[src/rtl/ysyx_23060221_ifu.sv]
`default_nettype none
// ============================================================================
//  Module   : ysyx_23060221_ifu
//  Purpose  : Multi-cycle instruction fetch unit (WBU pc in, IDU inst out)
//  Revision : 1.0 - initial release
// ============================================================================
module ysyx_23060221_ifu #(
    parameter int TIMEOUT = 256,
    parameter int CNT_W   = 32
) (
    input  logic             clk,
    input  logic             rst,
    input  logic [31:0]      pc,
    input  logic             WBU_valid,
    output logic             IFU_ready,
    output logic [31:0]      araddr,
    output logic             arvalid,
    input  logic             arready,
    input  logic [31:0]      rdata,
    input  logic [1:0]       rresp,
    input  logic             rvalid,
    output logic             rready,
    output logic [31:0]      inst,
    output logic [31:0]      inst_pc,
    output logic [1:0]       fault,
    output logic             IFU_valid,
    input  logic             IDU_ready,
    output logic [CNT_W-1:0] fetch_cnt
);

    localparam int                c_tmo_w    = $clog2(TIMEOUT);
    localparam logic [c_tmo_w-1:0] c_tmo_last = c_tmo_w'(TIMEOUT - 1);

    localparam logic [1:0] c_fault_none  = 2'd0;
    localparam logic [1:0] c_fault_align = 2'd1;
    localparam logic [1:0] c_fault_bus   = 2'd2;
    localparam logic [1:0] c_fault_tmo   = 2'd3;

    typedef enum logic [1:0] {
        S_IDLE = 2'd0,
        S_REQ  = 2'd1,
        S_WAIT = 2'd2,
        S_HOLD = 2'd3
    } state_t;

    state_t             r_state;
    logic [c_tmo_w-1:0] r_tmo_cnt;

    // All handshake outputs are registered and change together with r_state.
    always_ff @(posedge clk) begin
        if (rst) begin
            r_state   <= S_IDLE;
            r_tmo_cnt <= '0;
            IFU_ready <= 1'b1;
            arvalid   <= 1'b0;
            rready    <= 1'b0;
            IFU_valid <= 1'b0;
            araddr    <= 32'd0;
            inst      <= 32'd0;
            inst_pc   <= 32'd0;
            fault     <= c_fault_none;
            fetch_cnt <= '0;
        end else begin
            case (r_state)
                S_IDLE: begin
                    if (WBU_valid && IFU_ready) begin
                        inst_pc   <= pc;
                        IFU_ready <= 1'b0;
                        if (pc[1:0] == 2'b00) begin
                            araddr  <= pc;
                            arvalid <= 1'b1;
                            r_state <= S_REQ;
                        end else begin
                            // Misaligned: report straight away, never touch memory.
                            fault     <= c_fault_align;
                            inst      <= 32'd0;
                            IFU_valid <= 1'b1;
                            r_state   <= S_HOLD;
                        end
                    end
                end

                S_REQ: begin
                    if (arvalid && arready) begin
                        arvalid   <= 1'b0;
                        rready    <= 1'b1;
                        r_tmo_cnt <= '0;
                        r_state   <= S_WAIT;
                    end
                end

                S_WAIT: begin
                    if (rvalid) begin
                        rready    <= 1'b0;
                        IFU_valid <= 1'b1;
                        r_state   <= S_HOLD;
                        if (rresp == 2'b00) begin
                            inst  <= rdata;
                            fault <= c_fault_none;
                        end else begin
                            inst  <= 32'd0;
                            fault <= c_fault_bus;
                        end
                    end else if (r_tmo_cnt == c_tmo_last) begin
                        // Dropping rready here makes any late response harmless.
                        inst      <= 32'd0;
                        fault     <= c_fault_tmo;
                        rready    <= 1'b0;
                        IFU_valid <= 1'b1;
                        r_state   <= S_HOLD;
                    end else begin
                        r_tmo_cnt <= r_tmo_cnt + 1'b1;
                    end
                end

                S_HOLD: begin
                    if (IDU_ready) begin
                        IFU_valid <= 1'b0;
                        IFU_ready <= 1'b1;
                        fetch_cnt <= fetch_cnt + 1'b1;
                        r_state   <= S_IDLE;
                    end
                end

                default: r_state <= S_IDLE;
            endcase
        end
    end

endmodule
`default_nettype wire

[config.mk]
export PLATFORM = sky130hd
export DESIGN_NAME = ysyx_23060221_ifu
export DESIGN_NICKNAME = d
export VERILOG_FILES = /design/src/rtl/ysyx_23060221_ifu.sv
export SDC_FILE = /design/constraint.sdc
export NUM_CORES = 1
export LEC_CHECK = 0
export CORE_MARGIN = 8
export CORE_UTILIZATION = 25
export CTS_BUF_LIST = sky130_fd_sc_hd__clkbuf_8
export CTS_CLUSTER_DIAMETER = 80
export DETAILED_ROUTE_END_ITERATION = 6
export RECOVER_POWER = 50
export SETUP_SLACK_MARGIN = 0.05
export SYNTH_ARGS = -nofsm -noshare
export SYNTH_HDL_FRONTEND = slang
export SYNTH_SLANG_ARGS = --single-unit
[constraint.sdc]
create_clock -name clk -period 2.75 [get_ports clk]
set_clock_uncertainty 0.15 [all_clocks]
set_input_delay 0.4125 -clock clk [delete_from_list [all_inputs] [get_ports clk]]
set_output_delay 0.4125 -clock clk [all_outputs]
set_load 0.01 [all_outputs]
==> flow_metrics.py, run 1 <==
metrics = {
    "synth": {
        "yosysSeqAreaShare": 0.480,
        "yosysWarnings": 0,
        "synth_area_sq_um": 6010,
        "synth_area_leaders": "dfxtp_1 (48%), nand2_1 (11%), a21oi_1 (8.0%), mux2i_1 (5.8%), nand2b_1 (4.0%)",
        "synth.ff_latch_count": 144,
        "synth_enable_flop_cells": 0,
        "postSynthAreaPerCell_sq_um": 8.56,
        "netlist_instances": 702,
        "syn_nets": 780,
        "yosysTopAreaCellShare": 0.480,
        "async_flop_share": 0,
        "synth_flop_cell": "dfxtp_1",
        "ys_types": 47,
        "synth_area_leader_cell": "dfxtp_1",
    },
    "power": {
        "pwr-share-comb": 0.265,
        "clkPwrFrac": 0.314,
        "p_leak_nw": 3.36,
        "p_switching_mw": 1.67,
        "internal-power_mw": 3.87,
        "powerDensity_nw_per_um2": 629,
        "p_seq_frac": 0.421,
        "peakVddDrop_v": 0.000303,
        "p_sw_frac": 0.301,
    },
    "finish": {
        "area_growth_pct": 46.5,
        "layout_common_cells": "nand2_1 (174), dfxtp_1 (144), clkdlybuf4s50_1 (116), a21oi_1 (96), dlygate4sd3_1 (88)",
        "mostFrequentLayoutCell": "nand2_1",
        "antenna_cells": 0,
        "drive_above_1_share": 0.0591,
        "final_util": 0.374,
        "nets": 982,
    },
    "clock_tree": {
        "cts_resized": 0,
        "post_cts_buffers": 0,
        "clockBufferDepth": 2,
        "cts_buffers": 17,
        "tritoncts": "done",
        "cts_root_buf": "clkbuf_8",
        "cts_sinks": 144,
        "ctsHoldBuffers": 0,
        "h-tree-depth": 4,
        "clk_latency_ns": 0.43,
        "clkTransAtPathRegs_ns": 0.08,
    },
    "floorplan": {
        "fp.dieW_microns": 171,
        "dieArea_sq_um": 29300,
        "core_region_area_sq_um": 23500,
        "die_h_microns": 171,
        "rows": 56,
        "ioPinCount": 206,
        "start_util": 0.255,
    },
    "timing": {
        "post-route-min-period_ns": 2.40,
        "maxSlewHeadroom": 0.546,
        "max_freq_ghz": 0.417,
        "setup_violations": 0,
        "drv_slew": 0,
        "hold_violations": 0,
        "worst_slew_pin_slew_ns": 0.681,
        "tns_ns": 0,
        "rsz0062_at_grt": "no",
        "final.period_utilization": 0.871,
    },
    "routing": {
        "totalWireLength_mm": 19.0,
        "first_pass_iters": 4,
        "avgRoutedWirePerCell_microns": 15.4,
        "viasPerCell": 4.53,
        "ant_nets": 0,
        "drt_iter0_drc": 348,
        "num_vias": 5578,
        "drc_errors": 0,
    },
    "worst_hold_path": {
        "min_delay_path_depth": 2,
        "min_to": "araddr[27]",
        "hold_start": "araddr[27]",
        "holdCritPathClass": "reg -> reg",
    },
    "worst_setup_path": {
        "end_kind": "register",
        "r2r-start": "r_state[0]",
        "rrSetupSlack_ns": 0.35,
        "crit_fanout": 10,
        "cp_data_required_time_ns": 2.96,
        "rr_endpoint": "fetch_cnt[31]",
        "reg2reg_depth": 6,
        "criticalPathCategory": "reg -> reg",
        "arrival_ns": 2.61,
        "startpoint_type": "register",
    },
    "run_status": {
        "status": "completed",
    },
    "global_route": {
        "grt_pass1_wl_mm": 29.9,
        "antenna_found_initial": 0,
        "grt_util_all_layers": 0.129,
        "grt_remaining_overflow": 0,
        "grt_pass1_vias": 5445,
        "grt_max_degree": 65,
    },
    "job": {
        "drv_cap": 0,
    },
    "placement": {
        "hpwlAfterDp_mm": 13.8,
        "place_congestion": 0.739,
        "io_buffers": 205,
    },
}
[state kept, by name, indices dropped and copies added (netlist names), 2 cells and up]
signal and flops:
araddr 32, fault 2, fetch_cnt 32, inst 32
inst_pc 32, r_state 2, r_tmo_cnt 8
[final cells by class]
class | instances | area [sq um]
Clock inverter | 7 | 111
Multi-Input combinational cell | 509 | 2910
Inverter | 6 | 22.5
Tap cell | 319 | 399
Sequential cell | 144 | 2880
Fill cell | 2432 | 14700
Clock buffer | 21 | 289
Timing Repair Buffer | 226 | 2200
[worst max-delay path by stage]
stage                    start            end  slack (ns)  depth (start not counted)
floorplan           r_state[1]       inst[10]        0.78                          8
global placement     IDU_ready  fetch_cnt[22]        0.30                          5
detailed placement       pc[1]       inst[19]        0.26                          6
CTS                 r_state[1]       inst[19]        0.43                          7
global route        r_state[0]  fetch_cnt[22]        0.16                          5
finish              r_state[0]  fetch_cnt[31]        0.35                          6
[metrics by stage]
stage	total power, mW	cell area (sq um)	hold slack (ns)	instances	setup WS, ns
global route	5.86	8810	0.318	1232	0.164
detailed placement	3.93	8440	0.296	1204	0.261
CTS	5.70	8840	0.307	1232	0.435
global placement	3.93	8440	0.291	1204	0.300
floorplan	3.26	6010	0.301	702	0.779
finish	5.54	8810	0.302	1232	0.355
[routing by layer]
layer | part of all wire | GRT usage | wire [microns]
met3 | 0.099 | 0.0629 | 1880
met4 | 0.0064 | 0.0261 | 121
met5 | 0 | 0 | 0
met2 | 0.46 | 0.202 | 8730
met1 | 0.44 | 0.157 | 8280
[worst max-delay path, stage by stage, from the launching register on]
cell	delay (ns)
dfxtp_1	0.40
ha_1	0.23
and4_2	0.23
clkbuf_1	0.41
nand4_4	0.25
or4_1	0.52
a21oi_1	0.14
[logic make-up after synthesis]
| family | Yosys count | share of synthesized area |
|---|---|---|
| simple gates | 316 | 0.261 |
| flops | 144 | 0.480 |
| compound gates | 141 | 0.135 |
| buf+inv | 49 | 0.0381 |
| mux | 35 | 0.0583 |
| xor+xnor | 11 | 0.0160 |
| fa+ha+maj | 6 | 0.0125 |
[cell usage after synthesis, types with 3 or more instances]
| cell | count |
|---|---|
| or4_1 | 16 |
| a211oi_1 | 3 |
| buf_6 | 4 |
| and3_1 | 8 |
| mux2i_1 | 35 |
| nand4_1 | 12 |
| nor2_1 | 14 |
| and2_1 | 3 |
| a21oi_1 | 96 |
| buf_2 | 12 |
| nor3_1 | 3 |
| nor3b_1 | 3 |
| inv_1 | 6 |
| nand2b_1 | 38 |
| or3_1 | 10 |
| o31ai_1 | 15 |
| dfxtp_1 | 144 |
| clkbuf_1 | 26 |
| xor2_1 | 10 |
| nand2_1 | 175 |
| nand3_1 | 17 |
| and4_1 | 6 |
| ha_1 | 6 |
| o21ai_0 | 11 |
[power by group through the flow]
| stage | registers (mW) | clock network (mW) | logic (mW) |
|---|---|---|---|
| 2_1_floorplan | 2.44 | 0 | 0.818 |
| 6_report | 2.33 | 1.74 | 1.47 |
| 4_1_cts | 2.34 | 1.81 | 1.55 |
| 3_5_place_dp | 2.39 | 0 | 1.55 |
| 5_1_grt | 2.36 | 1.89 | 1.62 |
| 3_3_place_gp | 2.38 | 0 | 1.56 |
(Power assumes the default switching activity.)
==> inputs of run 2 (changes only) <==
--- a/config.mk
+++ b/config.mk
@@ -5,13 +5,14 @@
 export SDC_FILE = /design/constraint.sdc
 export NUM_CORES = 1
 export LEC_CHECK = 0
-export CORE_MARGIN = 8
+export CORE_ASPECT_RATIO = 1.4
+export CORE_MARGIN = 2
 export CORE_UTILIZATION = 25
 export CTS_BUF_LIST = sky130_fd_sc_hd__clkbuf_8
 export CTS_CLUSTER_DIAMETER = 80
 export DETAILED_ROUTE_END_ITERATION = 6
 export RECOVER_POWER = 50
-export SETUP_SLACK_MARGIN = 0.05
+export SETUP_SLACK_MARGIN = 0.4
 export SYNTH_ARGS = -nofsm -noshare
 export SYNTH_HDL_FRONTEND = slang
 export SYNTH_SLANG_ARGS = --single-unit
==> run 2 against run 1 <==
Against the previous run: combinational power barely moved; first-iteration DRC count fell by 12%; die area fell by 13%; global-route usage rose by 1.2 points; setup slack improved by 0.061 ns; critical path depth rose by 2; sequential cell count did not move; total power rose by 0.35%; critical path type unchanged; largest cell class unchanged.
==> flow_metrics.py, run 2 (synthesis results as in run 1) <==
metrics = {
    "global_route": {
        "gr-max-usage-layer": "met2",
        "grt_util_met2": 0.242,
        "antenna_found_initial": 0,
        "grt_pass1_wl_mm": 28.4,
        "grt_max_degree": 62,
        "grt_util_all_layers": 0.141,
        "met1_usage": 0.156,
        "grtUsageMet3": 0.0499,
        "grt_remaining_overflow": 0,
        "grt_pass1_vias": 5454,
    },
    "worst_setup_path": {
        "crit_fanout": 18,
        "criticalPathCategory": "reg -> reg",
        "end_kind": "register",
        "arrival_ns": 2.51,
        "cp_data_required_time_ns": 2.92,
        "reg2reg_depth": 8,
        "startpoint_type": "register",
        "critPathLaunch": "r_state[1]",
        "r2r-start": "r_state[1]",
    },
    "clock_tree": {
        "cts_buffers": 17,
        "cts_sinks": 144,
        "clockBufferDepth": 2,
        "cts_root_buf": "clkbuf_8",
        "tritoncts": "done",
        "clkTransAtPathRegs_ns": 0.08,
        "clk_latency_ns": 0.46,
        "h-tree-depth": 4,
    },
    "placement": {
        "place_congestion": 0.771,
        "pre_cts_ws_ns": 0.283,
        "hpwlAfterDp_mm": 12.2,
        "io_buffers": 205,
    },
    "finish": {
        "mostFrequentLayoutCell": "nand2_1",
        "area_growth_pct": 47.0,
        "final_util": 0.371,
        "drive_above_1_share": 0.0677,
        "antenna_cells": 0,
        "nets": 981,
        "seqCellArea_sq_um": 2880,
        "multi_input_area_sq_um": 2930,
        "layout_common_cells": "nand2_1 (174), dfxtp_1 (144), clkdlybuf4s50_1 (104), dlygate4sd3_1 (100), a21oi_1 (96)",
        "fill_cells": 2500,
    },
    "floorplan": {
        "die_h_microns": 187,
        "core_region_area_sq_um": 23800,
        "dieArea_sq_um": 25300,
        "start_util": 0.252,
        "rows": 67,
        "ioPinCount": 206,
        "fp.dieW_microns": 135,
    },
    "timing": {
        "maxSlewHeadroom": 0.489,
        "max_freq_ghz": 0.428,
        "worst_slew_pin_slew_ns": 0.766,
        "drv_slew": 0,
        "hold_violations": 0,
        "rsz0062_at_grt": "yes",
        "setup_violations": 0,
        "post-route-min-period_ns": 2.33,
        "final.period_utilization": 0.849,
        "tns_ns": 0,
        "setup_slack_ns": 0.416,
    },
    "routing": {
        "drc_errors": 0,
        "viasPerCell": 4.58,
        "totalWireLength_mm": 17.4,
        "num_vias": 5620,
        "first_pass_iters": 4,
        "drt_iter0_drc": 307,
        "ant_nets": 0,
        "avgRoutedWirePerCell_microns": 14.2,
    },
    "worst_hold_path": {
        "hold_start": "inst_pc[29]",
        "min_delay_path_depth": 2,
        "holdCritPathClass": "reg -> reg",
    },
    "power": {
        "p_leak_nw": 3.41,
        "powerDensity_nw_per_um2": 629,
        "peakVddDrop_v": 0.000366,
    },
    "run_status": {
        "status": "completed",
    },
    "job": {
        "drv_cap": 0,
    },
}
run 2: cell count changes in the layout (fill, tap and decap cells not counted), moves of 2 or more:
cell,before,now
dlygate4sd3_1,88,100
inv_6,0,2
clkdlybuf4s50_1,116,104
clkinvlp_4,1,3
clkinv_4,0,2
clkbuf_1,5,3
run 2: path summary, 6_finish.rpt:
path | to | slack, ns
worst min-delay path | inst_pc[29] | 0.30
worst min register to register | inst_pc[29] | 0.30
worst max-delay path | araddr[2] | 0.42
worst max register to register | araddr[2] | 0.42
run 2: critical path, cell delays in order (launching register included):
cell and delay, ns:
dfxtp_1 0.34, inv_1 0.10, ha_1 0.21, clkbuf_1 0.31, nand3_1 0.28, or3_1 0.42, buf_4 0.23, nand2_1 0.09
a21oi_1 0.06
run 2: stage by stage:
| stage | hold slack (ns) | power (mW) | cells | instance area [sq um] |
|---|---|---|---|---|
| after global routing | 0.315 | 5.88 | 1226 | 8840 |
| after detailed placement | 0.297 | 3.94 | 1194 | 8430 |
| after floorplan | 0.301 | 3.26 | 702 | 6010 |
| after global placement | 0.291 | 3.94 | 1194 | 8430 |
| final | 0.302 | 5.56 | 1226 | 8840 |
| after CTS | 0.285 | 5.72 | 1226 | 8840 |
run 2: repair_timing:
item,CTS,global route
buffers inserted,0,0
hold buffers,0,0
setup endpoints to repair,3,31
resized for setup,1,3
run 2: layer usage:
metal	part of all wire	vias to the layer above
li1	-	2835
met4	0.026	0
met1	0.41	2581
met3	0.071	28
met2	0.50	176
met5	0	-
run 2: where the power goes:
part	total [mW]	internal (mW)	leakage [nW]	switching (mW)
registers	2.33	2.24	1.17	0.0873
clock network	1.74	0.881	0.202	0.855
logic	1.50	0.686	2.05	0.814
run 2: area by class of cell:
cell class,instances,share of cell area
clock buffer,20,0.0311
tap,310,0.0439
clock inverter,12,0.0150
inverter,6,0.00255
multi-input combinational,509,0.331
timing repair buffer,225,0.250
sequential,144,0.326
==> inputs of run 3 (changes only) <==
==> constraint.sdc (replaced) <==
create_clock -name clk -period 2.4 [get_ports clk]
set_clock_uncertainty 0.15 [all_clocks]
set_input_delay 0.36 -clock clk [delete_from_list [all_inputs] [get_ports clk]]
set_output_delay 0.36 -clock clk [all_outputs]
set_load 0.01 [all_outputs]
==> run 3 against run 2 <==
Against the previous run: non-clock buffer count is 16 higher; fmax rose by 9.6%; total power grew 22%; sequential share of layout area is 0.94 points lower; register-to-register slack worse by 0.15 ns; sequential cell count is the same; utilization up 1.5 points; critical endpoint is now fetch_cnt[22]; worst hold slack worse by 0.11 ns; final cell count is 1.4% higher; cell area up 4.0%; sequential power rose by 15%; via count up 0.82%.
==> flow_metrics.py, run 3 (synthesis results as in run 1) <==
metrics = {
    "clock_tree": {
        "tritoncts": "done",
        "clkTransAtPathRegs_ns": 0.08,
        "clk_latency_ns": 0.46,
        "ctsHoldBuffers": 0,
        "clockBufferDepth": 2,
        "cts_sinks": 144,
        "cts_root_buf": "clkbuf_8",
        "cts_buffers": 17,
        "h-tree-depth": 4,
    },
    "finish": {
        "drive_above_1_share": 0.118,
        "mostFrequentLayoutCell": "nand2_1",
        "layout_common_cells": "nand2_1 (173), clkdlybuf4s50_1 (149), dfxtp_1 (127), a21oi_1 (96), dlygate4sd3_1 (47)",
        "post_layout_nonfiller_instances": 1243,
        "final_util": 0.386,
        "fill_cells": 2444,
        "area_growth_pct": 52.9,
        "antenna_cells": 0,
        "nets": 998,
    },
    "worst_setup_path": {
        "criticalPathCategory": "reg -> reg",
        "crit_chain": "ha_1 -> and4_4 -> nand4_4 -> buf_6 -> or4_1 -> a21oi_1",
        "r2r-start": "r_state[0]",
        "end_kind": "register",
        "slowest_delay_ns": 0.49,
        "rr_endpoint": "fetch_cnt[22]",
        "reg2reg_depth": 6,
        "arrival_ns": 2.37,
        "crit_fanout": 5,
        "cp.depth": 6,
        "rrSetupSlack_ns": 0.27,
        "path_buf_inv": 1,
        "cpMaxStageDelayCell": "or4_1",
        "crit_family": "simple AND/OR/NAND/NOR gates",
        "cp_data_required_time_ns": 2.64,
        "startpoint_type": "register",
    },
    "global_route": {
        "grt_util_met2": 0.250,
        "grtUsageMet3": 0.0425,
        "gr-max-usage-layer": "met2",
        "grt_pass1_vias": 5460,
        "met1_usage": 0.156,
        "grt_remaining_overflow": 0,
        "grt_util_all_layers": 0.141,
        "antenna_found_initial": 0,
        "grt_pass1_wl_mm": 28.3,
        "grt_max_degree": 58,
    },
    "timing": {
        "whs_ns": 0.194,
        "post-route-min-period_ns": 2.13,
        "final.period_utilization": 0.888,
        "drv_slew": 0,
        "maxSlewHeadroom": 0.514,
        "setup_violations": 0,
        "tns_ns": 0,
        "rsz0062_at_grt": "yes",
        "hold_violations": 0,
        "max_freq_ghz": 0.469,
        "worst_slew_pin_slew_ns": 0.728,
    },
    "routing": {
        "num_vias": 5666,
        "first_pass_iters": 6,
        "drt_iter0_drc": 282,
        "avgRoutedWirePerCell_microns": 14.7,
        "drc_errors": 0,
        "viasPerCell": 4.56,
        "ant_nets": 0,
        "totalWireLength_mm": 18.3,
    },
    "placement": {
        "place_congestion": 0.760,
        "dp_cells": 1203,
        "hpwlAfterDp_mm": 12.5,
        "io_buffers": 205,
    },
    "run_status": {
        "status": "completed",
    },
    "floorplan": {
        "rows": 67,
        "fp.dieW_microns": 135,
        "ioPinCount": 206,
        "start_util": 0.252,
        "dieArea_sq_um": 25300,
        "core_region_area_sq_um": 23800,
        "die_h_microns": 187,
    },
    "power": {
        "peakVddDrop_v": 0.000397,
        "p_leak_nw": 3.41,
        "powerDensity_nw_per_um2": 741,
    },
    "worst_hold_path": {
        "hold_start": "rst",
        "holdCritPathClass": "in -> reg",
        "min_delay_path_depth": 2,
        "min_to": "rready",
    },
    "job": {
        "drv_cap": 0,
    },
}
## run 3: cell count changes in the layout (fill, tap and decap cells not counted), moves of 3 or more
cell	previous run	this run
and4_1	7	3
dfxtp_4	0	3
clkdlybuf4s50_1	104	149
dlygate4sd3_1	100	47
dfxtp_1	144	127
buf_4	15	21
buf_6	0	5
clkbuf_8	20	17
dfxtp_2	0	14
dlygate4sd2_1	0	5
## run 3: cell type report
class | count | area (sq um) | area share
multi-input combinational | 510 | 3060 | 0.332
sequential | 144 | 2910 | 0.317
timing repair buffer | 241 | 2380 | 0.259
tap | 310 | 388 | 0.0422
clock buffer | 17 | 234 | 0.0255
clock inverter | 15 | 195 | 0.0212
inverter | 6 | 25.0 | 0.00272
## run 3: metrics by stage
stage	cell area (sq um)	setup slack [ns]	power (mW)
floorplan	6010	0.429	3.73
global placement	8540	0.0906	4.58
detailed placement	8540	0.0472	4.59
CTS	9040	0.386	6.80
global route	9190	0.189	7.16
finish	9190	0.270	6.81
## run 3: worst max-delay path by stage
| stage | startpoint | to | slack (ns) |
|---|---|---|---|
| after floorplan | r_state[1] | inst[10] | 0.43 |
| after global placement | pc[0] | inst[22] | 0.09 |
| after detailed placement | pc[0] | inst[9] | 0.05 |
| after CTS | r_state[0] | fetch_cnt[31] | 0.39 |
| after global routing | r_state[0] | fetch_cnt[24] | 0.19 |
| final | r_state[0] | fetch_cnt[22] | 0.27 |
## run 3: metal layers
layer	part of all wire	wire length, microns
met5	0	0
met4	0.021	382
met3	0.054	982
met2	0.51	9280
met1	0.42	7630
## run 3: what timing repair did
item,4_1_cts,5_1_grt
buffers inserted,0,5
pin swaps,1,6
resized for setup,37,38
endpoints found under the setup margin,103,57
gates cloned,0,3
## run 3: report_power, final
part / total [mW] / switching (mW) / internal [mW] / leakage, nW
clock: 2.12 / 0.992 / 1.13 / 0.215
sequential: 2.68 / 0.109 / 2.57 / 1.18
combinational: 2.02 / 1.02 / 0.992 / 2.02
